$ cat config.mk
export PLATFORM = sky130hd
export DESIGN_NAME = set_assoc_cache
export DESIGN_NICKNAME = d
export VERILOG_FILES = /design/src/rtl/set_assoc_cache.sv
export SDC_FILE = /design/constraint.sdc
export NUM_CORES = 1
export LEC_CHECK = 0
export ABC_AREA = 1
export CAP_MARGIN = 20
export CORE_MARGIN = 2
export CORE_UTILIZATION = 50
export DETAILED_ROUTE_END_ITERATION = 8
export PLACE_DENSITY = 0.67
export SYNTH_ARGS = -nofsm -noshare
export SYNTH_HDL_FRONTEND = slang
export SYNTH_SLANG_ARGS = --single-unit
$ cat constraint.sdc
create_clock -name clock -period 4.9 [get_ports clock]
set_input_delay 0.98 -clock clock [delete_from_list [all_inputs] [get_ports clock]]
set_output_delay 0.98 -clock clock [all_outputs]
set_load 0.02 [all_outputs]
$ cat src/rtl/set_assoc_cache.sv
// Write-through, no-write-allocate set-associative cache (1 or 2 ways, LRU) with coherence invalidate.
// Read hit completes 2 cycles after acceptance; accepts one request at a time (ready only in IDLE), stalls on mem_req_ready.
module set_assoc_cache #(
    parameter int ADDR_W = 16,
    parameter int DATA_W = 8,
    parameter int WORDS  = 2,
    parameter int SETS   = 16,
    parameter int WAYS   = 2
) (
    input  logic                     clock,
    input  logic                     reset,
    input  logic                     cpu_req_valid,
    output logic                     cpu_req_ready,
    input  logic                     cpu_req_we,
    input  logic [ADDR_W-1:0]        cpu_req_addr,
    input  logic [DATA_W-1:0]        cpu_req_wdata,
    output logic                     cpu_resp_valid,
    output logic [DATA_W-1:0]        cpu_resp_data,
    output logic                     mem_req_valid,
    input  logic                     mem_req_ready,
    output logic                     mem_req_we,
    output logic [ADDR_W-1:0]        mem_req_addr,
    output logic [DATA_W-1:0]        mem_req_wdata,
    input  logic                     mem_resp_valid,
    input  logic [DATA_W*WORDS-1:0]  mem_resp_data,
    input  logic                     inv_valid,
    input  logic [ADDR_W-1:0]        inv_addr,
    output logic [15:0]              hit_count,
    output logic [15:0]              miss_count
);

    localparam int OFF_W  = $clog2(WORDS);
    localparam int IDX_W  = $clog2(SETS);
    localparam int TAG_W  = ADDR_W - OFF_W - IDX_W;
    localparam int LINE_W = DATA_W * WORDS;

    typedef enum logic [2:0] {
        IDLE,
        LOOKUP,
        MEM_REQ,
        MEM_WAIT,
        RESPOND
    } state_t;

    state_t state, state_nxt;

    logic [SETS-1:0]   valid_q [WAYS];
    logic [SETS-1:0]   lru_q;
    logic [TAG_W-1:0]  tag_q   [WAYS][SETS];
    logic [LINE_W-1:0] data_q  [WAYS][SETS];

    logic              req_we;
    logic [ADDR_W-1:0] req_addr;
    logic [DATA_W-1:0] req_wdata;
    logic              victim_q;

    logic [OFF_W-1:0]  req_off;
    logic [IDX_W-1:0]  req_idx;
    logic [TAG_W-1:0]  req_tag;
    logic [IDX_W-1:0]  inv_idx;
    logic [TAG_W-1:0]  inv_tag;
    logic              unused_inv_off;

    assign req_off        = req_addr[OFF_W-1:0];
    assign req_idx        = req_addr[OFF_W +: IDX_W];
    assign req_tag        = req_addr[ADDR_W-1 -: TAG_W];
    assign inv_idx        = inv_addr[OFF_W +: IDX_W];
    assign inv_tag        = inv_addr[ADDR_W-1 -: TAG_W];
    assign unused_inv_off = ^inv_addr[OFF_W-1:0];

    logic              hit_any;
    logic              hit;
    logic              hit_way;
    logic              inv_hits_req;
    logic              victim;
    logic [DATA_W-1:0] hit_word;
    logic [DATA_W-1:0] fill_word;
    logic              fill;
    logic              write_hit;

    // A concurrent invalidate of the looked-up line turns a hit into a miss.
    always_comb begin
        hit_any      = 1'b0;
        hit_way      = 1'b0;
        inv_hits_req = inv_valid && (inv_idx == req_idx) && (inv_tag == req_tag);
        for (int w = 0; w < WAYS; w++) begin
            if (!hit_any && valid_q[w][req_idx] && (tag_q[w][req_idx] == req_tag)) begin
                hit_any = 1'b1;
                hit_way = w[0];
            end
        end
        hit = hit_any && !inv_hits_req;

        if (WAYS == 1)
            victim = 1'b0;
        else if (!valid_q[0][req_idx])
            victim = 1'b0;
        else if (!valid_q[WAYS-1][req_idx])
            victim = 1'b1;
        else
            victim = lru_q[req_idx];

        hit_word  = data_q[hit_way][req_idx][int'(req_off)*DATA_W +: DATA_W];
        fill_word = mem_resp_data[int'(req_off)*DATA_W +: DATA_W];
        fill      = (state == MEM_WAIT) && mem_resp_valid && !req_we;
        write_hit = (state == LOOKUP) && req_we && hit;
    end

    always_comb begin
        state_nxt      = state;
        cpu_req_ready  = 1'b0;
        cpu_resp_valid = 1'b0;
        mem_req_valid  = 1'b0;
        case (state)
            IDLE: begin
                cpu_req_ready = 1'b1;
                if (cpu_req_valid)
                    state_nxt = LOOKUP;
            end
            LOOKUP: begin
                if (!req_we && hit)
                    state_nxt = RESPOND;
                else
                    state_nxt = MEM_REQ;
            end
            MEM_REQ: begin
                mem_req_valid = 1'b1;
                if (mem_req_ready)
                    state_nxt = MEM_WAIT;
            end
            MEM_WAIT: begin
                if (mem_resp_valid)
                    state_nxt = RESPOND;
            end
            RESPOND: begin
                cpu_resp_valid = 1'b1;
                state_nxt      = IDLE;
            end
            default: state_nxt = IDLE;
        endcase
    end

    always_ff @(posedge clock) begin
        if (!reset) begin
            state         <= IDLE;
            for (int w = 0; w < WAYS; w++)
                valid_q[w] <= '0;
            lru_q         <= '0;
            req_we        <= 1'b0;
            req_addr      <= '0;
            req_wdata     <= '0;
            victim_q      <= 1'b0;
            cpu_resp_data <= '0;
            mem_req_we    <= 1'b0;
            mem_req_addr  <= '0;
            mem_req_wdata <= '0;
            hit_count     <= '0;
            miss_count    <= '0;
        end else begin
            state <= state_nxt;

            if (state == IDLE && cpu_req_valid) begin
                req_we    <= cpu_req_we;
                req_addr  <= cpu_req_addr;
                req_wdata <= cpu_req_wdata;
            end

            if (state == LOOKUP) begin
                if (hit)
                    lru_q[req_idx] <= ~hit_way;
                if (req_we) begin
                    mem_req_we    <= 1'b1;
                    mem_req_addr  <= req_addr;
                    mem_req_wdata <= req_wdata;
                end else if (hit) begin
                    cpu_resp_data <= hit_word;
                    if (hit_count != 16'hFFFF)
                        hit_count <= hit_count + 16'd1;
                end else begin
                    victim_q     <= victim;
                    mem_req_we   <= 1'b0;
                    mem_req_addr <= {req_addr[ADDR_W-1:OFF_W], {OFF_W{1'b0}}};
                    if (miss_count != 16'hFFFF)
                        miss_count <= miss_count + 16'd1;
                end
            end

            if (fill) begin
                lru_q[req_idx] <= ~victim_q;
                cpu_resp_data  <= fill_word;
            end

            if (inv_valid) begin
                for (int w = 0; w < WAYS; w++)
                    if (tag_q[w][inv_idx] == inv_tag)
                        valid_q[w][inv_idx] <= 1'b0;
            end

            // The fill's new tag is not yet in tag_q, so the invalidate race is resolved here.
            if (fill)
                valid_q[victim_q][req_idx] <= !inv_hits_req;
        end
    end

    always_ff @(posedge clock) begin
        if (reset && fill) begin
            tag_q[victim_q][req_idx]  <= req_tag;
            data_q[victim_q][req_idx] <= mem_resp_data;
        end else if (reset && write_hit) begin
            data_q[hit_way][req_idx][int'(req_off)*DATA_W +: DATA_W] <= req_wdata;
        end
    end

endmodule
# ---- Yosys cells after proc, flatten, opt, wreduce, memory -nomap -nowiden
# Memory sizes are Yosys's and may differ from the RTL's.
# Cells that the tools add are included.
dict set report op_classes {
  n_addsub 3
  n_mul 0
  div 0
  order_cmp 7
  n_eq_ne 17
  n_shift 4
  n_mux 111
  n_bitwise 38
  n_reduce_logical 31
}
# op n
set ops {}
lappend ops {{256-bit 2-to-1 mux} 4}
lappend ops {{256-bit OR reduction} 1}
lappend ops {{16-bit 2-to-1 mux} 13}
lappend ops {{11-bit binary-select mux with 4-bit select} 4}
lappend ops {{176-bit 2-to-1 mux} 1}
lappend ops {{16-bit demux with 4-bit select} 2}
lappend ops {{11-bit 2-to-1 mux} 9}
lappend ops {{16-bit binary-select mux with 4-bit select} 1}
lappend ops {{1-bit 2-to-1 mux} 60}
lappend ops {{11-bit == test} 5}
lappend ops {{11-bit demux with 4-bit select} 1}
lappend ops {{4-bit negation with 33-bit output} 1}
lappend ops {{8-bit by 33-bit variable shift with 16-bit output (first input constant)} 1}
lappend ops {{8-bit by 33-bit indexed part select with 16-bit output} 1}
lappend ops {{16-bit by 1-bit adder with 16-bit output (second input constant)} 2}
lappend ops {{16-bit bitwise mux} 2}
lappend ops {{8-bit 2-to-1 mux} 4}
lappend ops {{16-bit inequality test (second input constant)} 2}
lappend ops {{1-bit bitwise OR} 32}
lappend ops {{16-bit by 5-bit indexed part select with 8-bit output} 2}
lappend ops {{1-bit logical AND} 17}
lappend ops {{1-bit binary-select mux with 4-bit select} 3}
lappend ops {{3-bit 2-to-1 mux} 4}
lappend ops {{3-bit one-hot mux with 4 select lines} 1}
lappend ops {{other kinds (19)} 38}
dict set report word_totals {
  regBits 110
  latch_bits 0
  ramBits 896
  romBits 0
  output_inout_bits 68
  word_cells 226
  mem_count 3
}
# name words word_bits rd rd_clocked_by_memory_dff write_ports line
set memory_table {}
lappend memory_table {data_q 2 256 1 0 1 50} ;# logic [LINE_W-1:0] data_q [WAYS][SETS];
lappend memory_table {tag_q 2 176 2 0 1 49} ;# logic [TAG_W-1:0] tag_q [WAYS][SETS];
lappend memory_table {valid_q 2 16 2 0 3 47} ;# logic [SETS-1:0] valid_q [WAYS];

# ---- Depth between registers and ports, before layout
# An unclocked memory read counts as a cell.
dict set report logic_depth {
  word_depth 20
  mapped_depth 29
  depth_no_buf 26
}

# ---- Worst setup path after synthesis
# No wires, ideal clock.
dict set report synth_path {
  path_type {register to register}
  startpoint {register req_addr[2]}
  endpoint {memory data_q[0][104] (netlist bit), data pin}
  setup_time_ps 454
  arrival_time_ps 3594
  required_time_ps 4446
  slack_ps 852
  path_stages_with_launch 21
  path_cell_list {dfxtp_1 > buf_4 > inv_4 > nor2_8 > clkbuf_1 > nand2_1 > nand3_1 > nand2_1 > nand2_1 > nor2_1 > nand2_1 > and2_1 > nand3_1 > nor3_1 > nand3_1 > nand2_1 > nand2_1 > nor2_1 > nand3_1 > clkbuf_1 > o21ai_0}
}
dict set report synth_between {
  elab_chain_cells 19
  word_cells_on_any_way 36
}
# element line
set synth_rtl {}
lappend synth_rtl {{start: declaration} 53} ;# logic [ADDR_W-1:0] req_addr;
lappend synth_rtl {{start signal: assignment} 164} ;# req_addr <= cpu_req_addr;
lappend synth_rtl {{4-bit NOT with 5-bit output (not written as such)} {87, 210}}
lappend synth_rtl {{11-bit binary-select mux with 4-bit select} 87} ;# if (!hit_any && valid_q[w][req_idx] && (tag_q[w][req_idx] == req_tag)) begin
lappend synth_rtl {{11-bit 2-to-1 mux (not written as such) (2 in series)} 87}
lappend synth_rtl {{11-bit == test} 87}
lappend synth_rtl {{1-bit logical AND} 87}
lappend synth_rtl {{1-bit 2-to-1 mux} 87}
lappend synth_rtl {{1-bit zero test} 87}
lappend synth_rtl {{1-bit logical AND (2 in series)} 87}
lappend synth_rtl {{1-bit 2-to-1 mux} 87}
lappend synth_rtl {{1-bit logical AND} 92} ;# hit = hit_any && !inv_hits_req;
lappend synth_rtl {{1-bit logical AND} 106} ;# write_hit = (state == LOOKUP) && req_we && hit;
lappend synth_rtl {{1-bit logical AND} 209} ;# end else if (reset && write_hit) begin
lappend synth_rtl {{1-bit 2-to-1 mux} 209}
lappend synth_rtl {{1-bit 2-to-1 mux} 206} ;# if (reset && fill) begin
lappend synth_rtl {{256-bit 2-to-1 mux (not written as such) *} 210} ;# data_q[hit_way][req_idx][int'(req_off)*DATA_W +: DATA_W] <= req_wdata;
lappend synth_rtl {{256-bit OR reduction (no line) *} n/a}
lappend synth_rtl {{256-bit 2-to-1 mux (no line) *} n/a}
lappend synth_rtl {{end: declaration} 50}
# Every way passes the cells marked *; elsewhere a longest branch is shown, timed or not. The select of a mux whose other input is x is not followed.

# ---- Worst setup path in the final report
dict set report layout_path {
  startpoint {register req_addr[1]}
  endpoint {memory data_q[1][117] (netlist bit), enable pin}
}
dict set report layout_between {
  elab_chain_cells 19
  word_cells_on_any_way 41
}
# element line
set layout_rtl {}
lappend layout_rtl {{4-bit NOT with 5-bit output (not written as such)} {87, 208, 210}}
lappend layout_rtl {{11-bit binary-select mux with 4-bit select} 87}
lappend layout_rtl {{11-bit 2-to-1 mux (not written as such) (2 in series)} 87}
lappend layout_rtl {{11-bit == test} 87}
lappend layout_rtl {{1-bit logical AND} 87}
lappend layout_rtl {{1-bit 2-to-1 mux} 87}
lappend layout_rtl {{1-bit zero test} 87}
lappend layout_rtl {{1-bit logical AND (2 in series)} 87}
lappend layout_rtl {{1-bit 2-to-1 mux} 87}
lappend layout_rtl {{1-bit logical AND} 92}
lappend layout_rtl {{1-bit logical AND} 106}
lappend layout_rtl {{1-bit logical AND} 209}
lappend layout_rtl {{1-bit 2-to-1 mux} 209}
lappend layout_rtl {{1-bit 2-to-1 mux} 206}
lappend layout_rtl {{256-bit 2-to-1 mux (not written as such)} 210}
lappend layout_rtl {{256-bit OR reduction (no line)} n/a}
lappend layout_rtl {{1-bit 2-to-1 mux (no line) / 256-bit 2-to-1 mux (equally long branches)} n/a}
# Parallel ways exist; a longest one is shown, timed or not. The select of a mux whose other input is x is not followed.

==> out/metrics.cfg <==
[outcome]
status=finished, violations left
violations=design-rule violations

[finish]
multiInputGateArea_sq_um=15700
mostFrequentLayoutCell=nand2_1
regArea_sq_um=29100
fillers=7929
area_growth_pct=15.8
nets=5298
drive_gt1_share_pct=8.70
final_area_sq_um=55100
final_cell_mix=1502 x nand2_1, 896 x edfxtp_1, 489 x inv_1

[timing]
rsz0062_at_grt=yes
fin_skew_ns=0.0384
slew_viol_final=0
min_period_ns=4.77
setup_violations=0
fmax_ghz=0.210
tightest_slew_ns=1.03
maxSlewHeadroom_pct=31.5
hold_viol=0
period_share_pct=97.3

[global_route]
grt_start_max_net_pins=127
grt_pass1_vias=36000
grt_util_all_layers_pct=29.4
grt_pass1_wl_um=218000
grt_antenna_before_repair=4
overflow=0

[yosys]
seq_area_frac_synth_pct=61.2
async_reset_ff_share_pct=0
ys_types=57
synth-edff-count=896
synth_seq_cells=1006
yosys_warnings=0
syn_area_sq_um=47600
synth_top_flop_cell=edfxtp_1
synth_fp_nets=5111
syn_area_per_cell_sq_um=9.43
netlist_instances=5046

[detailed_routing]
vias=38400
dr.pass1.iters=8
ant_nets=0
post_drt_wl_per_cell_um=22.5
drc=2
vias_per_cell=5.83
drt_wl_total_um=148000
drtIter0Drc=5147

[setup_path]
required_ns=5.21
rr_worst_depth=19
crit_cells=19
cp_slowest_cell=dfxtp_4
cp_max_fo=14
crit_arrival_ns=5.08
cp_top_family=simple AND/OR/NAND/NOR gates
cp-start-kind=flip-flop
crit_chain=nand2_1 -> inv_4 -> buf_4 -> nand2_1 -> nand3_1 -> nand2_1 -> nand2_1 -> nor2_1 -> nand2_1 -> nand4_1 -> nor4_1 -> nand3_1 -> nand2_1 -> nand2_1 -> nor2_1 -> nand2_1 -> inv_1 -> a31oi_1 -> nor2_2
cp-end-kind=flip-flop
cpPeakStageDelay_ns=0.59
crit_type=flip-flop to flip-flop
crit_path_frequent_cell=nand2_1
crit_buf_inv=3

[floorplan]
die_w_um=312
die_area_sq_um=97600
placementRows=113
design.core.area_sq_um=94600
start_util_pct=50.3
num_io_pins=131
die_h_um=312

[clock_network]
clk-insertion-delay-late_ns=0.70
clock-sinks=1006
cts_max_level=3
cts_tree=yes
hold_buffers=0
numCtsBuffers=102
clkTransAtPathRegs_ns=0.06
clock_path_buffers=3
clockRootBuffer=clkbuf_16

[power]
p_seq_share_pct=45.5
pwr-share-comb_pct=17.3
power.leakage_nw=21.9
clock_power_share_pct=37.2
switching_share_pct=28.8
internal-power_mw=15.1
total_power_mw=21.2
powerDensity_nw_per_um2=385
p_sw_mw=6.10
irDropWorstVdd_mv=0.334

[place]
place_hpwl_um=95500
gp_congestion=0.966
port_buffers=129
post_dp_cell_area_sq_um=51500

[worst_hold_path]
hold_path_class=flip-flop to flip-flop
holdPathStages=2

[flow_run]
cap_violations=0

[sequential cells by signal, summed over array words and instances (netlist names)]
register       count
mem_req_wdata      8
hit_count         16
victim_q           1
miss_count        16
req_wdata          8
cpu_resp_data      8
req_we             1
req_addr          16
mem_req_addr      16
data_q           512
valid_q           32
mem_req_we         1
state              3
tag_q            352
lru_q             16
[worst reg2reg max path: stages (launching register included)]
cell and delay [ns]:
dfxtp_4 0.59, nand2_1 0.20, inv_4 0.15, buf_4 0.25
nand2_1 0.08, nand3_1 0.09, nand2_1 0.10, nand2_1 0.08
nor2_1 0.09, nand2_1 0.13, nand4_1 0.10, nor4_1 0.20
nand3_1 0.27, nand2_1 0.15, nand2_1 0.06, nor2_1 0.24
nand2_1 0.29, inv_1 0.38, a31oi_1 0.37, nor2_2 0.58
[stage by stage]
stage | hold slack, ns | instances | setup TNS (ns) | setup slack (ns) | utilization, %
3_5_place_dp | 0.460 | 6387 | -1.72 | -0.169 | 54.5
2_1_floorplan | 0.439 | 5046 | 0 | 0.852 | -
3_3_place_gp | 0.448 | 6387 | -0.805 | -0.109 | 54.5
6_report | 0.476 | 6585 | 0 | 0.132 | 58.2
5_1_grt | 0.492 | 6584 | -0.931 | -0.0747 | 58.2
4_1_cts | 0.469 | 6577 | 0 | 0.0169 | 58.0
[cell families (layout without fill, tap and decap cells)]
logic type               Yosys count  in the layout  share of synthesized area (%)
buffers and inverters            780           1049                           6.51
AND/OR/NAND/NOR                 2591           2592                           23.4
flip-flops                      1006           1006                           61.2
AO/OA/AOI/OAI                    653            656                           8.58
other                              0              1                              0
adder cells (fa/ha/maj)            2              2                         0.0526
XOR/XNOR                          14             14                          0.258
[power by group through the flow]
| stage | combinational, mW | clock, mW | sequential (mW) |
|---|---|---|---|
| 6_report | 3.67 | 7.87 | 9.63 |
| 5_1_grt | 3.93 | 8.24 | 9.64 |
| 4_1_cts | 3.55 | 7.93 | 9.63 |
| 3_5_place_dp | 3.53 | 0 | 9.81 |
| 3_3_place_gp | 3.50 | 0 | 9.81 |
| 2_1_floorplan | 1.92 | 0 | 9.91 |
[cell type report]
class / instances / share of cell area, %
Inverter: 503 / 3.44
Clock buffer: 131 / 4.91
Tap cell: 1265 / 2.87
Multi-Input combinational cell: 3264 / 28.5
Timing Repair Buffer: 356 / 6.17
Clock inverter: 59 / 1.23
Sequential cell: 1006 / 52.9
Antenna cell: 1 / 0.00454
[cells in the mapped netlist, types with 3 or more instances]
cell type / number / area share (%)
buf_4: 15 / 0.24
a211oi_1: 5 / 0.079
xor2_1: 11 / 0.20
nor3b_1: 5 / 0.079
or2_2: 9 / 0.12
o21ai_1: 71 / 0.75
o21ai_0: 109 / 1.1
o31ai_1: 11 / 0.17
a21oi_1: 149 / 1.6
edfxtp_1: 896 / 57
buf_1: 24 / 0.19
o21bai_1: 7 / 0.11
clkinv_1: 5 / 0.039
nand4_1: 50 / 0.66
nand3_1: 334 / 3.5
a2111oi_0: 4 / 0.074
nor2_1: 438 / 3.5
a22oi_1: 194 / 3.1
nor4_1: 24 / 0.32
a31oi_1: 20 / 0.26
xnor2_1: 3 / 0.055
or2_0: 7 / 0.092
nor2_2: 6 / 0.079
nand2_1: 1503 / 12
clkbuf_1: 156 / 1.2
a21boi_0: 16 / 0.25
inv_2: 8 / 0.063
nor3_1: 47 / 0.49
and3_1: 3 / 0.039
o2111ai_1: 3 / 0.055
nand3b_1: 153 / 2.4
inv_1: 489 / 3.9
o22ai_1: 5 / 0.066
buf_2: 81 / 0.85
o221ai_1: 5 / 0.092
dfxtp_1: 110 / 4.6
o211ai_1: 41 / 0.65
[worst paths after layout]
kind	startpoint	slack, ns	to
setup reg to reg	req_addr[1]	0.13	data_q[1][117]
setup / recovery	req_addr[1]	0.13	data_q[1][117]
hold / removal	mem_req_addr[0]	0.48	mem_req_addr[0]
hold reg to reg	mem_req_addr[0]	0.48	mem_req_addr[0]
[metal layers]
metal	vias up	part of all wire, %	GRT usage (%)
met5	-	0.021	0
met4	6	3.5	10.9
met3	344	11	5.18
met2	2182	45	45.8
met1	18300	41	41.5
li1	17500	-	-
[timing repair]
item,CTS,global route
cloned,0,4
pin swaps,0,4
setup endpoints to repair,16,326
resized for setup,2,27
setup buffers,0,0
No activity file was read; power rests on OpenSTA's default activity.
